--- src/rtl/piso_pkg.sv ---
// Shared constants and elaboration helpers for the piso_tx serial transmitter.
// Latency: n/a (package only).
// Backpressure: n/a (package only).
package piso_pkg;

    // FSM state encodings.
    localparam logic [1:0] IDLE  = 2'd0;
    localparam logic [1:0] SHIFT = 2'd1;
    localparam logic [1:0] GAP   = 2'd2;

    // Bit counter width: max(1, clog2(width)).
    function automatic int cnt_width(input int width);
        return (width <= 2) ? 1 : $clog2(width);
    endfunction

    // Legal parameter ranges for the transmitter.
    function automatic bit params_ok(input int width, input int gap_cycles);
        return (width >= 2) && (width <= 32) && (gap_cycles >= 0) && (gap_cycles <= 255);
    endfunction

endpackage

--- src/rtl/mod_counter.sv ---
// Modulo counter 0..MAX with synchronous clear, enable and terminal-count flag.
// Latency: count updates one cycle after enable; tc is combinational from count.
// Backpressure: none; holds its value while enable is low.
module mod_counter #(
    parameter int W   = 4,
    parameter int MAX = 3
) (
    input  logic         clk,
    input  logic         rst,
    input  logic         clr,
    input  logic         en,
    output logic [W-1:0] cnt,
    output logic         tc
);

    assign tc = (cnt == W'(MAX));

    // Count up while enabled, wrapping to zero after the terminal value.
    always_ff @(posedge clk) begin
        if (rst || clr) begin
            cnt <= '0;
        end else if (en) begin
            cnt <= tc ? '0 : cnt + W'(1);
        end
    end

endmodule

--- src/rtl/piso_tx.sv ---
// Parallel-in serial-out transmitter: one word per load handshake, one bit per clock.
// Latency: first bit on so the cycle after the accept edge; frame_done the cycle after the last bit.
// Backpressure: load_ready is high only in IDLE; load_valid is ignored while shifting or in the gap.
module piso_tx
    import piso_pkg::*;
#(
    parameter int WIDTH      = 4,
    parameter int MSB_FIRST  = 0,
    parameter int GAP_CYCLES = 0
) (
    input  logic             clk,
    input  logic             rst,
    input  logic [WIDTH-1:0] pdata_in,
    input  logic             load_valid,
    output logic             load_ready,
    output logic             so,
    output logic             so_valid,
    output logic             so_last,
    output logic             busy,
    output logic             frame_done
);

    localparam int CW      = cnt_width(WIDTH);
    localparam int GAP_MAX = (GAP_CYCLES == 0) ? 0 : GAP_CYCLES - 1;

    if (!params_ok(WIDTH, GAP_CYCLES)) begin : g_param_err
        $error("piso_tx: WIDTH must be 2..32 and GAP_CYCLES 0..255");
    end

    logic [1:0]       state;
    logic [WIDTH-1:0] sreg;
    logic [CW-1:0]    bit_cnt;
    logic             bit_tc;
    logic [7:0]       gap_cnt_unused;
    logic             gap_tc;
    logic             accept;
    logic             frame_end;

    assign accept     = (state == IDLE) && load_valid;
    assign frame_end  = (state == SHIFT) && bit_tc;
    assign load_ready = (state == IDLE);
    assign busy       = (state != IDLE);

    // Bit position within the frame: cleared on accept, advances every SHIFT cycle.
    mod_counter #(
        .W   (CW),
        .MAX (WIDTH - 1)
    ) u_bit_cnt (
        .clk (clk),
        .rst (rst),
        .clr (accept),
        .en  (state == SHIFT),
        .cnt (bit_cnt),
        .tc  (bit_tc)
    );

    // Idle spacing after a frame: cleared at frame end, advances every GAP cycle.
    mod_counter #(
        .W   (8),
        .MAX (GAP_MAX)
    ) u_gap_cnt (
        .clk (clk),
        .rst (rst),
        .clr (frame_end),
        .en  (state == GAP),
        .cnt (gap_cnt_unused),
        .tc  (gap_tc)
    );

    // FSM, shift register and registered serial outputs.
    always_ff @(posedge clk) begin
        if (rst) begin
            state      <= IDLE;
            sreg       <= '0;
            so         <= 1'b0;
            so_valid   <= 1'b0;
            so_last    <= 1'b0;
            frame_done <= 1'b0;
        end else begin
            frame_done <= 1'b0;
            case (state)
                IDLE: begin
                    if (load_valid) begin
                        sreg     <= pdata_in;
                        so       <= (MSB_FIRST != 0) ? pdata_in[WIDTH-1] : pdata_in[0];
                        so_valid <= 1'b1;
                        so_last  <= 1'b0;
                        state    <= SHIFT;
                    end
                end
                SHIFT: begin
                    if (bit_tc) begin
                        so         <= 1'b0;
                        so_valid   <= 1'b0;
                        so_last    <= 1'b0;
                        frame_done <= 1'b1;
                        state      <= (GAP_CYCLES == 0) ? IDLE : GAP;
                    end else begin
                        if (MSB_FIRST != 0) begin
                            sreg <= {sreg[WIDTH-2:0], 1'b0};
                            so   <= sreg[WIDTH-2];
                        end else begin
                            sreg <= {1'b0, sreg[WIDTH-1:1]};
                            so   <= sreg[1];
                        end
                        // The bit being loaded now is the final one when the count is one short.
                        so_last <= (bit_cnt == CW'(WIDTH - 2));
                    end
                end
                GAP: begin
                    if (gap_tc) begin
                        state <= IDLE;
                    end
                end
                default: begin
                    state <= IDLE;
                end
            endcase
        end
    end

endmodule

--- config.mk ---
export PLATFORM = sky130hd
export DESIGN_NAME = piso_tx
export DESIGN_NICKNAME = d
export VERILOG_FILES = /design/src/rtl/piso_pkg.sv /design/src/rtl/mod_counter.sv /design/src/rtl/piso_tx.sv
export SDC_FILE = /design/constraint.sdc
export NUM_CORES = 1
export LEC_CHECK = 0
export ABC_AREA = 1
export CELL_PAD_IN_SITES_DETAIL_PLACEMENT = 0
export CELL_PAD_IN_SITES_GLOBAL_PLACEMENT = 1
export CORE_MARGIN = 4
export CORE_UTILIZATION = 31
export CTS_BUF_LIST = sky130_fd_sc_hd__clkbuf_16
export DETAILED_ROUTE_END_ITERATION = 7
export PLACE_DENSITY = 0.83
export SLEW_MARGIN = 20
export SYNTH_ARGS = -nofsm -noshare
export SYNTH_HDL_FRONTEND = slang
export SYNTH_HIERARCHICAL = 1
export SYNTH_SLANG_ARGS = --single-unit
--- constraint.sdc ---
create_clock -name clk -period 3.11 [get_ports clk]
set_input_delay 0.622 -clock clk [delete_from_list [all_inputs] [get_ports clk]]
set_output_delay 0.622 -clock clk [all_outputs]
set_load 0.05 [all_outputs]
After elaboration in Yosys (flattened, before gate mapping)
Cells that the tools add are included.

operators by class
  add/sub/neg operators = 2
  eq/ne operators = 8
  multiplexer cells = 19
  bitwise gates (word level) = 1
  reductions and logical operators = 13

operators by type and width
  kind                                            number
  AND reduction 3 bit                             3
  adder 8 x 1 -> 8 bit (second input constant)    1
  zero test 8 bit                                 1
  2-to-1 mux 2 bit                                4
  2-to-1 mux 4 bit                                2
  2-to-1 mux 8 bit                                1
  inequality test 2 bit (second input constant)   4
  one-hot mux 4 bit (2 select lines)              1
  2-to-1 mux 1 bit                                7
  == test 2 bit (second input constant)           3
  one-hot mux 1 bit (2 select lines)              3
  one-hot mux 2 bit (3 select lines)              1
  nonzero test 2 bit                              2
  adder 2 x 1 -> 2 bit (second input constant)    1
  == test 2 x 1 -> 1 bit (second input constant)  1
  logical AND 1 bit                               2
  zero test 2 bit                                 1
  logical OR 1 bit                                2
  AND reduction 2 bit                             1
  OR reduction 2 bit                              1
  NOT 1 bit                                       1

word-level totals
  bits in registers = 20
  input port bits = 7
  output and inout port bits = 6
  word-level logic and storage cells = 51

Logic depth before layout (Yosys ltp)
Gate-level depths: netlist of run 1.

  word-level depth = 3
  depth in mapped cells = 7

By module
Netlist of run 1, hierarchy kept.

modules (own cells, without submodules)
  module       instances  cells each  area each (um2)  seq. area each (um2)
  piso_tx      1          49          329.1            140.1
  mod_counter  1          14          97.6             40.0

Least setup slack after synthesis of run 1
OpenSTA, ideal clock, no wires.

  path kind = reg2out
  start point = register so_valid (netlist name)
  end point = output load_ready
  data arrival time = 1090 ps
  data required time = 2488 ps
  path slack = 1398 ps
  stages on the path, launching flop included = 2
  cell sequence = dfxtp_1 > inv_2

RTL lines
  element    RTL line       source
  to (decl)  piso_tx.sv:15  output logic load_ready,

==> results.sh, run 1 <==
export IMPL_outcome="finished, final reports clean"
export IMPL_fin_crit_ns=2.27
export IMPL_htree_levels=1
export IMPL_gp_congestion=0.772
export IMPL_arrival_ns=1.65
export IMPL_slew_viol_final=0
export IMPL_clock_sinks=9
export IMPL_hp_class="reg2reg"
export IMPL_cp_cell_sequence="inv_2 -> clkdlybuf4s50_1"
export IMPL_synth_seq_cells=9
export IMPL_start_util=0.328
export IMPL_cts_setup_buffers=0
export IMPL_stdcell_count=93
export IMPL_n_antenna_cell=0
export IMPL_worst_path_stages=2
export IMPL_timing_fmax_mhz=441
export IMPL_setup_viol=0
export IMPL_finalHoldViolations=0
export IMPL_dp_cells=89
export IMPL_period_share=0.729
export IMPL_die_h_um=45.1
export IMPL_tightest_slew_ns=0.490
export IMPL_fp_dieW_um=45.1
export IMPL_tns_ns=0
export IMPL_drv_cap=0
export IMPL_cts_tree="yes"
export IMPL_synthToLayoutAreaGrowth_pct=49.3
export IMPL_dr_wl_met3_um=76
export IMPL_synthesis_area_um2=427
export IMPL_wl_per_cell_um=9.47
export IMPL_post_cts_resized=0
export IMPL_postSynthCellCount=63
export IMPL_placementRows=13
export IMPL_ff_latch_area_um2=180
export IMPL_track_usage=0.106
export IMPL_grt_antenna_before_repair=0
export IMPL_grt_ovfl_total=0
export IMPL_layout_drive_gt1_share=0.141
export IMPL_cp_max_fo=11
export IMPL_rsz0062_at_grt="false"
export IMPL_p_leak_nw=0.290
export IMPL_place_ws_ns=1.08
export IMPL_holdCritStartpoint="sreg[3]"
export IMPL_ant_nets=0
export IMPL_endpoint_kind="primary output"
export IMPL_io_pins=13
export IMPL_num_fill_cells=140
export IMPL_placed_area_um2=558
export IMPL_dr_total_vias=413
export IMPL_dr_max_layer_used="met4"
export IMPL_layout_nets=87
export IMPL_clk_latency_ns=0.23
export IMPL_path_buf_inv=2
export IMPL_ir_drop_v=0.000294
export IMPL_r2r_start="so_valid"
export IMPL_synth_cell_type_count=15
export IMPL_core_area_um2=1300
export IMPL_hpwl_um=652
export IMPL_ys_seq_area_frac=0.422
export IMPL_final_area_um2=637
export IMPL_slew_limit_headroom=0.672
export IMPL_grt_pass1_wl_um=1470
export IMPL_powerDensity_nw_per_um2=663
export IMPL_cts_buffers=3
export IMPL_cp_slowest_cell="clkdlybuf4s50_1"
export IMPL_cts_root_buf="clkbuf_16"
export IMPL_wl_met1_um=394
export IMPL_drt_wl_total_um=881
export IMPL_fin_skew_ns=0.000833
export IMPL_reg2reg_slack_ns=1.93
export IMPL_cp_start_kind="flip-flop"
export IMPL_whs_path_depth=2
export IMPL_worstSetupStartpoint="so_valid"
export IMPL_r2r_end="u_bit_cnt/cnt[1]"
export IMPL_ys_warn_count=6
export IMPL_grt_pass1_vias=343
export IMPL_io_buffers=12
export IMPL_crit_required_ns=2.49
export IMPL_max_clock_path_buffers=2
export IMPL_grt_start_max_net_pins=12
export IMPL_cts_hold_buf=0
export IMPL_multi_input_area_um2=198
export IMPL_endpoint="load_ready"
export IMPL_clk_pin_slew_ns=0.04
export IMPL_max_stage_delay_ns=0.83
export IMPL_drc_errors=0
export IMPL_die_area_um2=2030
export IMPL_synthesis_nets=71
export IMPL_syn_avg_cell_area_um2=6.77
export IMPL_setup_slack_ns=0.841
export IMPL_dr_first_iter_drc_count=8
export IMPL_routed_wl_met2_um=389
export IMPL_r2r_worst_path_cells=6
export IMPL_path_delay_family="buffers and inverters"
export IMPL_vias_per_cell=4.44
export IMPL_critical_path_class="reg2out"
export IMPL_drt_first_pass_iters=4
==> worst min-delay path, cell delays in order (launching register included) <==
cell and delay [ns]:
dfxtp_1 0.30, nand3_1 0.08, a21oi_1 0.05
==> cells by family (layout without fill, tap and decap cells) <==
| logic type | Yosys count | count (layout) | synth area share |
|---|---|---|---|
| compound gates | 4 | 4 | 0.0469 |
| fa+ha+maj | 1 | 1 | 0.0293 |
| simple gates | 37 | 37 | 0.387 |
| flops | 9 | 9 | 0.422 |
| buf+inv | 12 | 27 | 0.114 |
==> sequential cells by signal, indices dropped and copies added (netlist names) <==
name           cells
so_last            1
so_valid           1
so                 1
u_bit_cnt/cnt      2
frame_done         1
sreg               3
==> placed cells by master (no fill, tap or decap) <==
master	count
nor2_1	11
nand4_1	1
nand2_4	1
a21oi_1	3
dfxtp_1	9
ha_1	1
nand2_2	3
o21ai_1	1
inv_2	3
nor2_2	1
nor3_1	1
nand3_1	4
clkdlybuf4s50_1	12
nand2_1	15
clkbuf_16	3
inv_1	9
==> worst min-delay path by stage <==
stage | endpoint | slack, ns
floorplan | sreg[3] | 0.45
global placement | sreg[3] | 0.47
detailed placement | sreg[3] | 0.48
CTS | sreg[3] | 0.48
global route | so_last | 0.51
finish | sreg[3] | 0.48
==> cell usage after synthesis, drive strengths merged <==
cell type / instances / share of area
buf: 1 / 0.018
nor3: 1 / 0.012
a21oi: 3 / 0.035
nand2: 19 / 0.20
nand3: 4 / 0.047
nand4: 1 / 0.015
ha: 1 / 0.029
dfxtp: 9 / 0.42
o21ai: 1 / 0.012
nor2: 12 / 0.11
inv: 11 / 0.097
==> metal layers <==
layer	up-vias	global-route usage
met5	-	0
met4	0	0.0877
met3	4	0.0478
met2	12	0.144
met1	174	0.126
li1	223	-
==> where the power goes <==
group | total (mW) | internal (mW) | switching, mW
registers | 0.131 | 0.124 | 0.00669
logic | 0.0692 | 0.0268 | 0.0424
clock network | 0.222 | 0.168 | 0.0546
==> through the flow <==
stage	utilization	total power [mW]	hold WS (ns)
4_1_cts	0.489	0.428	0.485
2_1_floorplan	-	0.179	0.451
6_report	0.489	0.422	0.481
3_3_place_gp	0.429	0.201	0.474
3_5_place_dp	0.429	0.202	0.478
5_1_grt	0.489	0.443	0.506
==> cell type report <==
class	count	area share
Timing Repair Buffer	12	0.189
Clock inverter	1	0.00589
Inverter	11	0.0648
Tap cell	15	0.0295
Sequential cell	9	0.283
Clock buffer	3	0.118
Multi-Input combinational cell	42	0.310
(Power assumes the default switching activity.)
==> run 2, diff against run 1 <==
--- a/config.mk
+++ b/config.mk
@@ -9,10 +9,10 @@
 export CELL_PAD_IN_SITES_DETAIL_PLACEMENT = 0
 export CELL_PAD_IN_SITES_GLOBAL_PLACEMENT = 1
 export CORE_MARGIN = 4
-export CORE_UTILIZATION = 31
+export CORE_UTILIZATION = 26
 export CTS_BUF_LIST = sky130_fd_sc_hd__clkbuf_16
 export DETAILED_ROUTE_END_ITERATION = 7
-export PLACE_DENSITY = 0.83
+export PLACE_DENSITY = 0.75
 export SLEW_MARGIN = 20
 export SYNTH_ARGS = -nofsm -noshare
 export SYNTH_HDL_FRONTEND = slang
==> constraint.sdc (replaced) <==
create_clock -name clk -period 1.93 [get_ports clk]
set_input_delay 0.386 -clock clk [delete_from_list [all_inputs] [get_ports clk]]
set_output_delay 0.386 -clock clk [all_outputs]
set_load 0.05 [all_outputs]
==> results.sh, run 2 (synthesis gave the netlist of run 1 again) <==
export IMPL_place_ws_ns=0.433
export IMPL_largest_reg_flops=3
export IMPL_endpoint_kind="primary output"
export IMPL_final_area_um2=631
export IMPL_die_area_um2=2350
export IMPL_io_buffers=12
export IMPL_total_power_mw=0.679
export IMPL_htree_levels=1
export IMPL_largestRegisters="sreg (3), u_bit_cnt/cnt (2)"
export IMPL_tightest_slew_ns=0.491
export IMPL_die_h_um=48.5
export IMPL_critical_path_class="reg2out"
export IMPL_final_common_cell="nand2_1"
export IMPL_gp_congestion=0.719
export IMPL_placementRows=14
export IMPL_slew_limit_headroom=0.672
export IMPL_rsz0062_at_grt="false"
export IMPL_clk_pin_slew_ns=0.04
export IMPL_drv_cap=0
export IMPL_crit_required_ns=1.54
export IMPL_clk_latency_ns=0.23
export IMPL_path_delay_family="buffers and inverters"
export IMPL_cts_hold_buf=0
export IMPL_cp_cell_sequence="clkdlybuf4s50_1"
export IMPL_fin_skew_ns=0.00423
export IMPL_dr_first_iter_drc_count=6
export IMPL_grt_ovfl_total=0
export IMPL_clock_sinks=9
export IMPL_outcome="finished, final reports clean"
export IMPL_hp_class="reg2reg"
export IMPL_ir_drop_v=0.000445
export IMPL_cts_tree="yes"
export IMPL_dr_total_vias=405
export IMPL_drt_first_pass_iters=4
export IMPL_layout_nets=87
export IMPL_cts_setup_buffers=0
export IMPL_tns_ns=0
export IMPL_cp_start_kind="flip-flop"
export IMPL_period_share=0.900
export IMPL_fin_hold_ws_ns=0.475
export IMPL_wl_per_cell_um=9.43
export IMPL_max_stage_delay_ns=0.80
export IMPL_arrival_ns=1.35
export IMPL_layout_drive_gt1_share=0.179
export IMPL_slew_viol_final=0
export IMPL_finalHoldViolations=0
export IMPL_vias_per_cell=4.31
export IMPL_hpwl_um=654
export IMPL_setup_slack_ns=0.194
export IMPL_cts_buffers=3
export IMPL_synthToLayoutAreaGrowth_pct=47.8
export IMPL_n_antenna_cell=0
export IMPL_setup_viol=0
export IMPL_cts_root_buf="clkbuf_16"
export IMPL_fin_crit_ns=1.74
export IMPL_max_clock_path_buffers=2
export IMPL_grt_pass1_wl_um=1570
export IMPL_powerDensity_nw_per_um2=1080
export IMPL_grt_antenna_before_repair=0
export IMPL_placed_area_um2=552
export IMPL_path_buf_inv=1
export IMPL_grt_pass1_vias=369
export IMPL_io_pins=13
export IMPL_cp_max_fo=2
export IMPL_layout_common_cells="nand2_1 (15), nor2_1 (11), inv_1 (9), dfxtp_1 (9), clkdlybuf4s50_1 (9)"
export IMPL_drt_wl_total_um=886
export IMPL_track_usage=0.0911
export IMPL_regMostFlops="sreg"
export IMPL_p_leak_nw=0.293
export IMPL_cp_slowest_cell="clkdlybuf4s50_1"
export IMPL_grt_start_max_net_pins=12
export IMPL_drc_errors=0
export IMPL_timing_fmax_mhz=576
export IMPL_fp_dieW_um=48.5
export IMPL_core_area_um2=1520
export IMPL_post_cts_resized=0
export IMPL_ant_nets=0
export IMPL_start_util=0.280
run 2: cell count changes in the layout (fill, tap and decap cells not counted), sizes merged:
| cell | delta |
|---|---|
| clkdlybuf4s50 | -3 |
| buf | +3 |
run 2: where the power goes:
group	leakage, nW	switching [mW]	internal (mW)
Combinational	0.177	0.0681	0.0412
Sequential	0.0739	0.0105	0.200
Clock	0.0423	0.0890	0.271
run 2: path summary, 6_finish.rpt:
| path | to | depth (start not counted) | startpoint | slack (ns) |
|---|---|---|---|---|
| min | sreg[3] | 2 | sreg[3] | 0.48 |
| max reg2reg | u_bit_cnt/cnt[0] | 6 | so_valid | 0.75 |
| min reg2reg | sreg[3] | 2 | sreg[3] | 0.48 |
| max | so | 1 | so | 0.19 |
run 2: area by class of cell:
type / count / area [µm²]
clock inverters: 1 / 3.75
inverters: 11 / 41.3
well taps: 16 / 20.0
flip-flops and latches: 9 / 180
clock buffers: 3 / 75.1
multi-input cells: 42 / 198
fillers: 170 / 893
repair buffers: 12 / 113
run 2: per-stage QoR:
step           utilization  instances
2_1_floorplan            -         63
3_3_place_gp         0.362         90
3_5_place_dp         0.362         90
4_1_cts              0.414         94
5_1_grt              0.414         94
6_report             0.414         94
run 2: worst reg2reg max path: stages, from the launching register on:
cell and delay [ns]:
dfxtp_1 0.53, inv_2 0.16, nand2_4 0.12, inv_2 0.05, nor2_2 0.12, nand2_1 0.06
nor2_1 0.09
run 2: routing by layer:
| metal | up-vias | routed length, µm | part of all wire | track usage |
|---|---|---|---|---|
| li1 | 222 | - | - | - |
| met1 | 168 | 431 | 0.49 | 0.108 |
| met2 | 13 | 378 | 0.43 | 0.115 |
| met3 | 2 | 48 | 0.054 | 0.0399 |
| met4 | 0 | 28 | 0.032 | 0.0942 |
| met5 | - | 0 | 0 | 0 |
==> run 3, diff against run 2 <==
--- a/config.mk
+++ b/config.mk
@@ -6,13 +6,14 @@
 export NUM_CORES = 1
 export LEC_CHECK = 0
 export ABC_AREA = 1
+export ABC_CLOCK_PERIOD_IN_PS = 2150
 export CELL_PAD_IN_SITES_DETAIL_PLACEMENT = 0
 export CELL_PAD_IN_SITES_GLOBAL_PLACEMENT = 1
 export CORE_MARGIN = 4
-export CORE_UTILIZATION = 26
+export CORE_UTILIZATION = 31
 export CTS_BUF_LIST = sky130_fd_sc_hd__clkbuf_16
 export DETAILED_ROUTE_END_ITERATION = 7
-export PLACE_DENSITY = 0.75
+export PLACE_DENSITY = 0.83
 export SLEW_MARGIN = 20
 export SYNTH_ARGS = -nofsm -noshare
 export SYNTH_HDL_FRONTEND = slang
==> constraint.sdc (replaced) <==
create_clock -name clk -period 2.15 [get_ports clk]
set_input_delay 0.43 -clock clk [delete_from_list [all_inputs] [get_ports clk]]
set_output_delay 0.43 -clock clk [all_outputs]
set_load 0.05 [all_outputs]
==> results.sh, run 3 (synthesis gave the netlist of run 1 again) <==
export IMPL_outcome="finished, final reports clean"
export IMPL_cts_setup_buffers=0
export IMPL_synthToLayoutAreaGrowth_pct=47.5
export IMPL_slew_viol_final=0
export IMPL_fin_crit_ns=1.78
export IMPL_arrival_ns=1.35
export IMPL_wl_per_cell_um=9.33
export IMPL_tns_ns=0
export IMPL_grt_pass1_vias=372
export IMPL_multi_input_area_um2=198
export IMPL_start_util=0.328
export IMPL_slew_limit_headroom=0.673
export IMPL_layout_drive_gt1_share=0.179
export IMPL_dr_first_iter_drc_count=8
export IMPL_hp_class="reg2reg"
export IMPL_cp_cell_sequence="clkdlybuf4s50_1"
export IMPL_cp_start_kind="flip-flop"
export IMPL_max_stage_delay_ns=0.80
export IMPL_ff_latch_area_um2=180
export IMPL_final_common_cell="nand2_1"
export IMPL_grt_antenna_before_repair=0
export IMPL_critical_path_class="reg2out"
export IMPL_max_clock_path_buffers=2
export IMPL_period_share=0.829
export IMPL_drt_first_pass_iters=4
export IMPL_clock_sinks=9
export IMPL_rsz0062_at_grt="false"
export IMPL_largest_reg_flops=3
export IMPL_grt_ovfl_total=0
export IMPL_cts_hold_buf=0
export IMPL_crit_required_ns=1.72
export IMPL_endpoint_kind="primary output"
export IMPL_layout_common_cells="nand2_1 (15), nor2_1 (11), inv_1 (9), dfxtp_1 (9), clkdlybuf4s50_1 (9)"
export IMPL_path_delay_family="buffers and inverters"
export IMPL_clk_latency_ns=0.23
export IMPL_ir_drop_v=0.000398
export IMPL_fin_skew_ns=0.000754
export IMPL_vias_per_cell=4.25
export IMPL_layout_nets=87
export IMPL_track_usage=0.112
export IMPL_cp_slowest_cell="clkdlybuf4s50_1"
export IMPL_place_ws_ns=0.614
export IMPL_die_h_um=45.1
export IMPL_cp_max_fo=2
export IMPL_p_leak_nw=0.293
export IMPL_cts_root_buf="clkbuf_16"
export IMPL_gp_congestion=0.685
export IMPL_timing_fmax_mhz=561
export IMPL_finalHoldViolations=0
export IMPL_tightest_slew_ns=0.489
export IMPL_setup_viol=0
export IMPL_core_area_um2=1300
export IMPL_largestRegisters="sreg (3), u_bit_cnt/cnt (2)"
export IMPL_path_buf_inv=1
export IMPL_io_buffers=12
export IMPL_dr_total_vias=395
export IMPL_drt_wl_total_um=868
export IMPL_regMostFlops="sreg"
export IMPL_drc_errors=0
export IMPL_drv_cap=0
export IMPL_setup_slack_ns=0.367
export IMPL_cts_buffers=3
export IMPL_n_antenna_cell=0
export IMPL_hpwl_um=647
export IMPL_utilization=0.484
export IMPL_clk_pin_slew_ns=0.04
export IMPL_grt_start_max_net_pins=12
export IMPL_io_pins=13
export IMPL_htree_levels=1
export IMPL_grt_pass1_wl_um=1520
export IMPL_placementRows=13
export IMPL_powerDensity_nw_per_um2=968
export IMPL_ant_nets=0
export IMPL_die_area_um2=2030
export IMPL_cts_tree="yes"
export IMPL_num_fill_cells=126
export IMPL_post_cts_resized=0
export IMPL_fp_dieW_um=45.1
[run 3: cell counts in the layout (fill, tap and decap cells not counted)]
No cell type changed its count.
[run 3: area by class of cell]
cell class	instances	area share
tap	15	0.0298
timing repair buffer	12	0.179
sequential	9	0.286
clock inverter	1	0.00596
clock buffer	3	0.119
multi-input combinational	42	0.314
inverter	11	0.0656
[run 3: per-stage QoR]
step	power, mW	instance area, µm²	hold slack (ns)	instances
2_1_floorplan	0.259	427	0.451	63
3_3_place_gp	0.289	551	0.471	89
3_5_place_dp	0.291	551	0.472	89
4_1_cts	0.619	629	0.478	93
5_1_grt	0.641	629	0.511	93
6_report	0.609	629	0.476	93
[run 3: worst min-delay path: stages, from the launching register on]
cell	delay [ns]
dfxtp_1	0.30
nand3_1	0.07
a21oi_1	0.05
[run 3: path summary, 6_finish.rpt]
check	start	to	slack, ns	depth (start not counted)
setup / recovery	so	so	0.37	1
hold reg to reg	sreg[3]	sreg[3]	0.48	2
hold / removal	sreg[3]	sreg[3]	0.48	2
setup reg to reg	so_valid	u_bit_cnt/cnt[0]	0.96	6
[run 3: power breakdown]
part | leakage [nW] | internal [mW] | switching [mW]
Combinational | 0.177 | 0.0370 | 0.0613
Clock | 0.0423 | 0.243 | 0.0794
Sequential | 0.0739 | 0.179 | 0.00962
[run 3: layer usage]
layer  part of all wire  global-route usage  vias to the layer above
met5                  0                   0                        -
met4              0.036               0.105                        0
met3              0.097              0.0598                        4
met2               0.43               0.158                       12
met1               0.44               0.117                      161
li1                   -                   -                      218
